$ cat config.mk
export PLATFORM = sky130hd
export DESIGN_NAME = fib_seq_ctrl_flat
export DESIGN_NICKNAME = d
export VERILOG_FILES = /design/src/rtl/fib_seq_ctrl_if.sv /design/src/rtl/fib_seq_ctrl.sv /design/src/flat_wrapper.sv
export SDC_FILE = /design/constraint.sdc
export NUM_CORES = 1
export LEC_CHECK = 0
export ABC_AREA = 1
export CELL_PAD_IN_SITES_DETAIL_PLACEMENT = 0
export CELL_PAD_IN_SITES_GLOBAL_PLACEMENT = 2
export CORE_ASPECT_RATIO = 2
export CORE_MARGIN = 1.5
export CORE_UTILIZATION = 35
export DETAILED_ROUTE_END_ITERATION = 10
export MAX_ROUTING_LAYER = met4
export PLACE_DENSITY_LB_ADDON = 0.1
export SLEW_MARGIN = 10
export SYNTH_ARGS = -nofsm -noshare
export SYNTH_HDL_FRONTEND = slang
export SYNTH_SLANG_ARGS = --single-unit
$ cat constraint.sdc
create_clock -name clk -period 2.1 [get_ports clk]
set_input_delay 0.315 -clock clk [delete_from_list [all_inputs] [get_ports clk]]
set_output_delay 0.315 -clock clk [all_outputs]
set_load 0.03 [all_outputs]
$ cat src/rtl/fib_seq_ctrl_if.sv
// Start/done handshake and status bundle between the Fibonacci sequencer and its requester.
interface fib_seq_ctrl_if;
  logic       start;
  logic [2:0] n;
  logic       busy;
  logic       done;
  logic [4:0] result;
  logic       err;
  logic [6:0] cycles;

  modport master (output start, n, input busy, done, result, err, cycles);
  modport slave  (input start, n, output busy, done, result, err, cycles);
endinterface

$ cat src/rtl/fib_seq_ctrl.sv
// Depth-first Fibonacci sequencer: operand stack, decrement path and leaf accumulator.
// Optional busy-cycle counter is built only when FIB_CYCLE_COUNT_EN is defined.
module fib_seq_ctrl #(
  parameter int DEPTH = 8
) (
  input  logic          clk,
  input  logic          rst,
  fib_seq_ctrl_if.slave bus
);

  localparam int AW   = (DEPTH > 1) ? $clog2(DEPTH) : 1;
  localparam int SP_W = $clog2(DEPTH) + 1;
  localparam logic [SP_W-1:0] SP_FULL = SP_W'(DEPTH);

  typedef enum logic [2:0] {IDLE, FETCH, EVAL, PUSH2, DONE} state_t;

  state_t          state_q, state_d;
  logic [2:0]      cur_q, cur_d;
  logic [4:0]      acc_q, acc_d;
  logic [SP_W-1:0] sp_q, sp_d;
  logic            busy_q, busy_d;
  logic            done_q, done_d;
  logic            err_q, err_d;
  logic [4:0]      result_q, result_d;

  logic [2:0]      stack_mem [DEPTH];
  logic            push_req, push_en;
  logic [2:0]      push_val;
  logic [AW-1:0]   wr_addr, rd_addr;
  logic            start_acc;

  assign wr_addr   = sp_q[AW-1:0];
  assign rd_addr   = AW'(sp_q - SP_W'(1));
  assign start_acc = (state_q == IDLE) && bus.start;

  always_comb begin
    state_d  = state_q;
    cur_d    = cur_q;
    acc_d    = acc_q;
    sp_d     = sp_q;
    busy_d   = busy_q;
    done_d   = 1'b0;
    err_d    = err_q;
    result_d = result_q;
    push_req = 1'b0;
    push_en  = 1'b0;
    push_val = 3'd0;

    case (state_q)
      IDLE: begin
        if (bus.start) begin
          push_req = 1'b1;
          push_val = bus.n;
          acc_d    = 5'd0;
          err_d    = 1'b0;
          busy_d   = 1'b1;
          state_d  = FETCH;
        end
      end
      FETCH: begin
        cur_d   = stack_mem[rd_addr];
        sp_d    = (sp_q != '0) ? sp_q - SP_W'(1) : sp_q;
        state_d = EVAL;
      end
      EVAL: begin
        if (cur_q < 3'd2) begin
          acc_d = acc_q + 5'd1;
          if (sp_q == '0) begin
            busy_d  = 1'b0;
            state_d = DONE;
          end else begin
            state_d = FETCH;
          end
        end else begin
          push_req = 1'b1;
          push_val = cur_q - 3'd1;
          state_d  = PUSH2;
        end
      end
      PUSH2: begin
        // cur-2 goes on top so the smaller subtree is expanded first
        push_req = 1'b1;
        push_val = cur_q - 3'd2;
        state_d  = FETCH;
      end
      DONE: begin
        done_d   = 1'b1;
        result_d = acc_q;
        state_d  = IDLE;
      end
      default: state_d = IDLE;
    endcase

    if (push_req) begin
      if (sp_q == SP_FULL) begin
        err_d = 1'b1;
      end else begin
        push_en = 1'b1;
        sp_d    = sp_q + SP_W'(1);
      end
    end
  end

  always_ff @(posedge clk or negedge rst) begin
    if (!rst) begin
      state_q  <= IDLE;
      cur_q    <= 3'd0;
      acc_q    <= 5'd0;
      sp_q     <= '0;
      busy_q   <= 1'b0;
      done_q   <= 1'b0;
      err_q    <= 1'b0;
      result_q <= 5'd0;
    end else begin
      state_q  <= state_d;
      cur_q    <= cur_d;
      acc_q    <= acc_d;
      sp_q     <= sp_d;
      busy_q   <= busy_d;
      done_q   <= done_d;
      err_q    <= err_d;
      result_q <= result_d;
    end
  end

  // Stack contents need no reset; sp alone defines what is valid.
  always_ff @(posedge clk) begin
    if (push_en) begin
      stack_mem[wr_addr] <= push_val;
    end
  end

  assign bus.busy   = busy_q;
  assign bus.done   = done_q;
  assign bus.result = result_q;
  assign bus.err    = err_q;

`ifdef FIB_CYCLE_COUNT_EN
  logic [6:0] cycles_q, cycles_d;

  function automatic logic [6:0] sat_inc7(input logic [6:0] v);
    return (v == 7'd127) ? v : v + 7'd1;
  endfunction

  always_comb begin
    cycles_d = cycles_q;
    if (start_acc) begin
      cycles_d = 7'd0;
    end else if (busy_q) begin
      cycles_d = sat_inc7(cycles_q);
    end
  end

  always_ff @(posedge clk or negedge rst) begin
    if (!rst) begin
      cycles_q <= 7'd0;
    end else begin
      cycles_q <= cycles_d;
    end
  end

  assign bus.cycles = cycles_q;
`else
  logic unused_start_acc;
  assign unused_start_acc = start_acc;
  assign bus.cycles       = 7'd0;
`endif

endmodule

$ cat src/flat_wrapper.sv
// flat-port wrapper written by rule: the top's interface ports become plain ports
module fib_seq_ctrl_flat 
#(
  parameter int DEPTH = 8
)
  (clk, rst, bus_start, bus_n, bus_busy, bus_done, bus_result, bus_err, bus_cycles);
  fib_seq_ctrl_if bus_i ();
  input  logic clk;
  input  logic rst;
  input wire logic [$bits(bus_i.start)-1:0] bus_start;
  input wire logic [$bits(bus_i.n)-1:0] bus_n;
  output wire logic [$bits(bus_i.busy)-1:0] bus_busy;
  output wire logic [$bits(bus_i.done)-1:0] bus_done;
  output wire logic [$bits(bus_i.result)-1:0] bus_result;
  output wire logic [$bits(bus_i.err)-1:0] bus_err;
  output wire logic [$bits(bus_i.cycles)-1:0] bus_cycles;
  assign bus_i.start = bus_start;
  assign bus_i.n = bus_n;
  assign bus_busy = bus_i.busy;
  assign bus_done = bus_i.done;
  assign bus_result = bus_i.result;
  assign bus_err = bus_i.err;
  assign bus_cycles = bus_i.cycles;
  fib_seq_ctrl #(.DEPTH(DEPTH)) u_core (.clk(clk), .rst(rst), .bus(bus_i));
endmodule
==> results.sh <==
export IMPL_status="finished clean"
export IMPL_vias_per_cell=4.66
export IMPL_drc=0
export IMPL_skew_ps=3.22
export IMPL_initial_core_util_pct=35.8
export IMPL_numCtsBuffers=5
export IMPL_grt_pass1_wl_um=8660
export IMPL_synth_area_um2=2240
export IMPL_cp_cell_sequence="inv_1, ha_1, inv_1, nand3_1, nand3_2, nand2_4, inv_2, nand2_1, nor2_1"
export IMPL_syn2layout_area_growth_pct=18.2
export IMPL_htree_levels=2
export IMPL_maxSlewViolCount=0
export IMPL_postCtsResizedCells=0
export IMPL_io_buffers=13
export IMPL_dp_slack_ps=150
export IMPL_root_buffer="clkbuf_16"
export IMPL_syn_inst=240
export IMPL_ys_warnings_count=0
export IMPL_critical_path_class="register to register"
export IMPL_grt_overflow=0
export IMPL_worst_pin_slew_ps=709
export IMPL_drive_gt1_share_pct=9.77
export IMPL_die_w_um=59.6
export IMPL_clkTransAtPathRegs_ps=60
export IMPL_drt_iter0_markers=50
export IMPL_slowest_stage="dfrtp_1"
export IMPL_dp_hpwl_um=4230
export IMPL_end_kind="register"
export IMPL_synthTopCellsByArea="edfxtp_1 32%, dfrtp_1 26%, nand2_1 7.4%"
export IMPL_r2r_start="u_core.cur_q[1]"
export IMPL_vias=1641
export IMPL_synth_top_area_share_pct=32.2
export IMPL_grt_pass1_vias=1780
export IMPL_drtPass1Iterations=4
export IMPL_critPathMaxFanout=4
export IMPL_fin_area_um2=2650
export IMPL_finalCritPeriodShare_pct=88.5
export IMPL_place_area_um2=2500
export IMPL_rows=41
export IMPL_finalSetupViolCount=0
export IMPL_worstRegToRegCells=9
export IMPL_clkLatencyLatePin_ps=290
export IMPL_min_period_ps=1860
export IMPL_worstPathRequired_ps=2060
export IMPL_regToRegSetupSlack_ps=240
export IMPL_antenna_cells=0
export IMPL_p_leak_nw=1.13
export IMPL_max_freq_mhz=538
export IMPL_routedWlPerCell_um=15.0
export IMPL_postCtsSetupRepairBufs=0
export IMPL_startpoint_type="register"
export IMPL_ios=21
export IMPL_finalPower_w=0.00410
export IMPL_cp_arrival_ps=1820
export IMPL_path_buf_inv=3
export IMPL_totalWireLength_um=5290
export IMPL_ys_seq_elements=47
export IMPL_final_nets=276
export IMPL_final_core_util_pct=42.3
export IMPL_max_stage_delay_ps=370
export IMPL_cts_num_sinks=47
export IMPL_gp_congestion=0.780
export IMPL_die_h_um=116
export IMPL_max_slew_margin_pct=52.5
export IMPL_critPathTopFamily="simple AND/OR/NAND/NOR gates"
export IMPL_powerDensity_nw_per_um2=1550
export IMPL_grt_max_degree=24
export IMPL_ant_nets=0
export IMPL_cpMostUsedCell="inv_1"
export IMPL_finalHoldViolations=0
export IMPL_syn_avg_cell_area_um2=9.33
export IMPL_clockBufferDepth=2
export IMPL_antenna_found_initial=0
export IMPL_reg2reg_to="u_core.stack_mem[1][1]"
export IMPL_synth_top_cell_by_area="edfxtp_1"
export IMPL_cts_tree="yes"
export IMPL_netlist_cell_type_count=28
export IMPL_grt_usage_pct=18.2
export IMPL_drv_cap=0
export IMPL_yosysSeqAreaShare_pct=57.9
export IMPL_fin_ws_ps=241
export IMPL_fin_setup_tns_ps=0
export IMPL_hp_class="primary input to async pin"
export IMPL_rsz0062_at_grt="no"
export IMPL_coreArea_um2=6260
export IMPL_die_area_um2=6910
export IMPL_ctsHoldBuffers=0
export IMPL_ir_worst_vdd_mv=0.555
-- synthesized netlist by cell type, drive strengths merged --
master and number:
a21oi 3, a31oi 1, buf 11, clkbuf 1, conb 1, dfrtp 23, edfxtp 24, ha 5
inv 23, nand2 46, nand3 19, nand4 1, nor2 45, nor3 2, o211ai 4, o21ai 25
o221ai 2, o22ai 1, xnor2 1, xor2 2
-- metrics by stage --
| stage | hold slack [ps] | cells |
|---|---|---|
| 4_1_cts | 394 | 352 |
| 2_1_floorplan | 19.4 | 246 |
| 3_5_place_dp | 477 | 344 |
| 3_3_place_gp | 468 | 344 |
| 6_report | 376 | 352 |
| 5_1_grt | 419 | 352 |
-- metal layers --
metal	global-route usage [%]	share of wire, %	vias to the layer above
li1	-	-	832
met1	15.7	34	784
met2	36.0	62	17
met3	2.66	1.8	8
met4	7.85	2.5	0
met5	-	0	-
-- where the power goes --
group          switching, W  total (W)  leakage [nW]  internal, W
logic               0.00125    0.00190         0.548     0.000653
registers          0.000135    0.00143         0.518      0.00129
clock network      0.000326   0.000765        0.0669     0.000439
-- worst max path at each step --
stage,from,end,cells past startpoint
2_1_floorplan,u_core.sp_q[0],u_core.stack_mem[4][0],11
3_3_place_gp,bus_start,u_core.stack_mem[5][0],6
3_5_place_dp,bus_start,u_core.stack_mem[5][0],6
4_1_cts,u_core.sp_q[1],u_core.sp_q[2],9
5_1_grt,u_core.sp_q[1],u_core.sp_q[2],9
6_report,u_core.cur_q[1],u_core.stack_mem[1][1],9
-- cells by family (layout without fill, tap and decap cells) --
family	Yosys count	count (layout)	share of synthesized area, %
buffers and inverters	35	55	7.27
DFF	47	47	57.9
adders and majority gates	5	5	2.79
AOI/OAI and AO/OA	36	36	8.94
other	1	7	0.168
and+or+nand+nor	113	113	21.7
xor gates and xnor gates	3	3	1.17
-- state kept, by name, summed over array words and instances (netlist names) --
signal	cells
u_core.sp_q	4
u_core.bus.result	5
u_core.bus.busy	1
u_core.bus.err	1
u_core.stack_mem	24
u_core.acc_q	5
u_core.state_q	3
u_core.cur_q	3
u_core.bus.done	1
-- cell type report --
class / count / area, µm²
Timing Repair Buffer: 24 / 213
Inverter: 23 / 86.3
Tap cell: 86 / 108
Sequential cell: 47 / 1300
Clock inverter: 2 / 12.5
Multi-Input combinational cell: 164 / 802
Fill cell: 657 / 3610
Clock buffer: 6 / 129
-- layout by cell type, fill, tap and decap left out --
cell type / n
nand2_2: 1
clkbuf_1: 1
inv_1: 21
clkinv_2: 1
nand4_1: 1
nand2_1: 44
nand3_1: 17
nand2_4: 1
nand3_2: 2
dfrtp_1: 23
edfxtp_1: 24
xor2_1: 2
o21ai_1: 1
o21ai_0: 24
buf_4: 11
nor3_4: 1
clkbuf_16: 5
conb_1: 7
nor3_1: 1
clkinvlp_4: 1
clkdlybuf4s50_1: 13
ha_1: 5
o221ai_1: 2
nor2_2: 1
a21oi_1: 3
xnor2_1: 1
a31oi_1: 1
inv_2: 2
o211ai_1: 4
nor2_1: 44
o22ai_1: 1
Power figures use the tool's default switching activity.
==> RTL change, RTL diff (same flow settings) <==
Add a define of `FIB_CYCLE_COUNT_EN`.
--- a/src/rtl/fib_seq_ctrl.sv
+++ b/src/rtl/fib_seq_ctrl.sv
@@ -2,2 +2,4 @@
 // Optional busy-cycle counter is built only when FIB_CYCLE_COUNT_EN is defined.
+`define FIB_CYCLE_COUNT_EN
+
 module fib_seq_ctrl #(
Formal check against the unedited RTL: not equivalent (a bounded check fails within 4 cycles, from zero or initial values and one cycle with rst low).
==> RTL change against the unedited design <==
Sequential cell count is 7 higher. Worst setup slack better by 0.023 ns. Cell area is 17% higher. Sequential share of layout area decreased by 1.4 points. Clock power is 20% higher. Power is 18% higher. Combinational power up 18%. First-iteration DRC count fell by 10%. Largest power group unchanged. Area after synthesis is 15% higher. Non-clock buffer count is 2 higher. Routed wire length up 18%. Via count increased by 17%. Critical path depth is the same.
==> RTL change: results (changes against the unedited design) <==
[run_status]
outcome=completed

[placed_design]
dp_hpwl_mm=4.847  ; +15%
port_buffers=20  ; +7

[synth]
yosys-top-cells-count=58 x nand2_1, 37 x nor2_1, 30 x dfrtp_1
synth_area_leaders=dfrtp_1 29%, edfxtp_1 28%, nand2_1 8.4%
yosysSeqAreaShare_pct=56.92  ; -0.99 points
ys.flop_type=dfrtp_1
synthArstFlopShare_pct=55.56  ; +6.6 points
synth-compound-area-share_pct=8.422  ; -0.52 points
synth_cell_types=26  ; -7.1%
synth_xor_area_share_pct=2.711  ; +1.5 points

[sta]
relSlewSlack_pct=47.93  ; -4.6 points
fin_skew_ns=0.004869  ; +0.001646 ns

[power_and_ir_drop]
ir_drop_mv=0.6296  ; +13%
p_leak_nw=1.321  ; +17%

[critical_path]
worstReg2RegStart=u_core.cur_q[1]
crit_path_max_fanout=9  ; +5
cpPeakStageDelay_ns=0.36

[route]
drt_iter0_drc=45  ; -10%
vias=1915  ; +17%

[global_route]
grt_pass1_vias=1990  ; +12%
grt_max_degree=31  ; +29%
grt.met3_usage_pct=2.981  ; +0.32 points
grt_use_met1_pct=16.91  ; +1.2 points
grt_pass1_wl_mm=10.22  ; +18%
grt_use_met2_pct=34.67  ; -1.4 points
grt_use_total_pct=17.75  ; -0.44 points

[final_layout]
drive_above_1_share_pct=12.99  ; +3.2 points
nets=319  ; +16%
antennaDiodeCount=0  ; unchanged

## RTL change: cell count changes in the layout (fill, tap and decap cells not counted), sizes merged, moves of 7 or more
cell / delta
clkdlybuf4s50: +7
conb: -7
dfrtp: +7
inv: +8
nand2: +14
nand3: +13
## RTL change: final cells by class
cell class                 count  area [um2]
timing repair buffer          26       245.2
inverter                      31       116.4
sequential                    54        1471
clock buffer                   6       128.9
multi-input combinational    189       978.4
tap                           92       115.1
clock inverter                 2       37.54
fill                         733        4119
## RTL change: logic make-up (layout without fill, tap and decap cells)
logic type      count (synthesis)  count (layout)
buf+inv                        35              65
compound gates                 38              38
flops                          54              54
simple gates                  137             137
fa+ha+maj                       6               6
xor+xnor                        8               8
## RTL change: per-layer routing
| metal | vias to the layer above | wire, um | part of all wire [%] |
|---|---|---|---|
| li1 | 977 | - | - |
| met1 | 917 | 2183 | 35 |
| met2 | 17 | 3908 | 62 |
| met3 | 4 | 90 | 1.4 |
| met4 | 0 | 76 | 1.2 |
| met5 | - | 0 | 0 |
## RTL change: worst paths after layout
| check | endpoint | slack, ns | cells past startpoint |
|---|---|---|---|
| worst max-delay path | u_core.stack_mem[6][0] | 0.26 | 9 |
| worst min-delay path | u_core.sp_q[0] | 0.41 | 2 |
| worst max register to register | u_core.stack_mem[6][0] | 0.26 | 9 |
| worst min register to register | u_core.bus.result[2] | 0.48 | 2 |
| max in group asynchronous | u_core.state_q[1] | 1.37 | 2 |
| min in group clk | u_core.bus.result[2] | 0.48 | 2 |
## RTL change: through the flow
step           std cells  instance area [um2]  util, %  setup slack [ns]  hold slack, ns
2_1_floorplan        278                 2585        -            0.2792         0.01941
3_3_place_gp         392                 2927    40.58            0.1762          0.4677
3_5_place_dp         392                 2927    40.58            0.1305          0.4709
4_1_cts              400                 3093    42.89            0.2680          0.4363
5_1_grt              400                 3093    42.89           0.09956          0.4572
6_report             400                 3093    42.89            0.2640          0.4139
## RTL change: where the power goes
part	total, mW	internal (mW)	leakage, nW	switching [mW]
clock network	0.920	0.563	0.0771	0.357
logic	2.24	0.735	0.629	1.51
registers	1.67	1.48	0.615	0.189
total	4.83	2.78	1.32	2.05
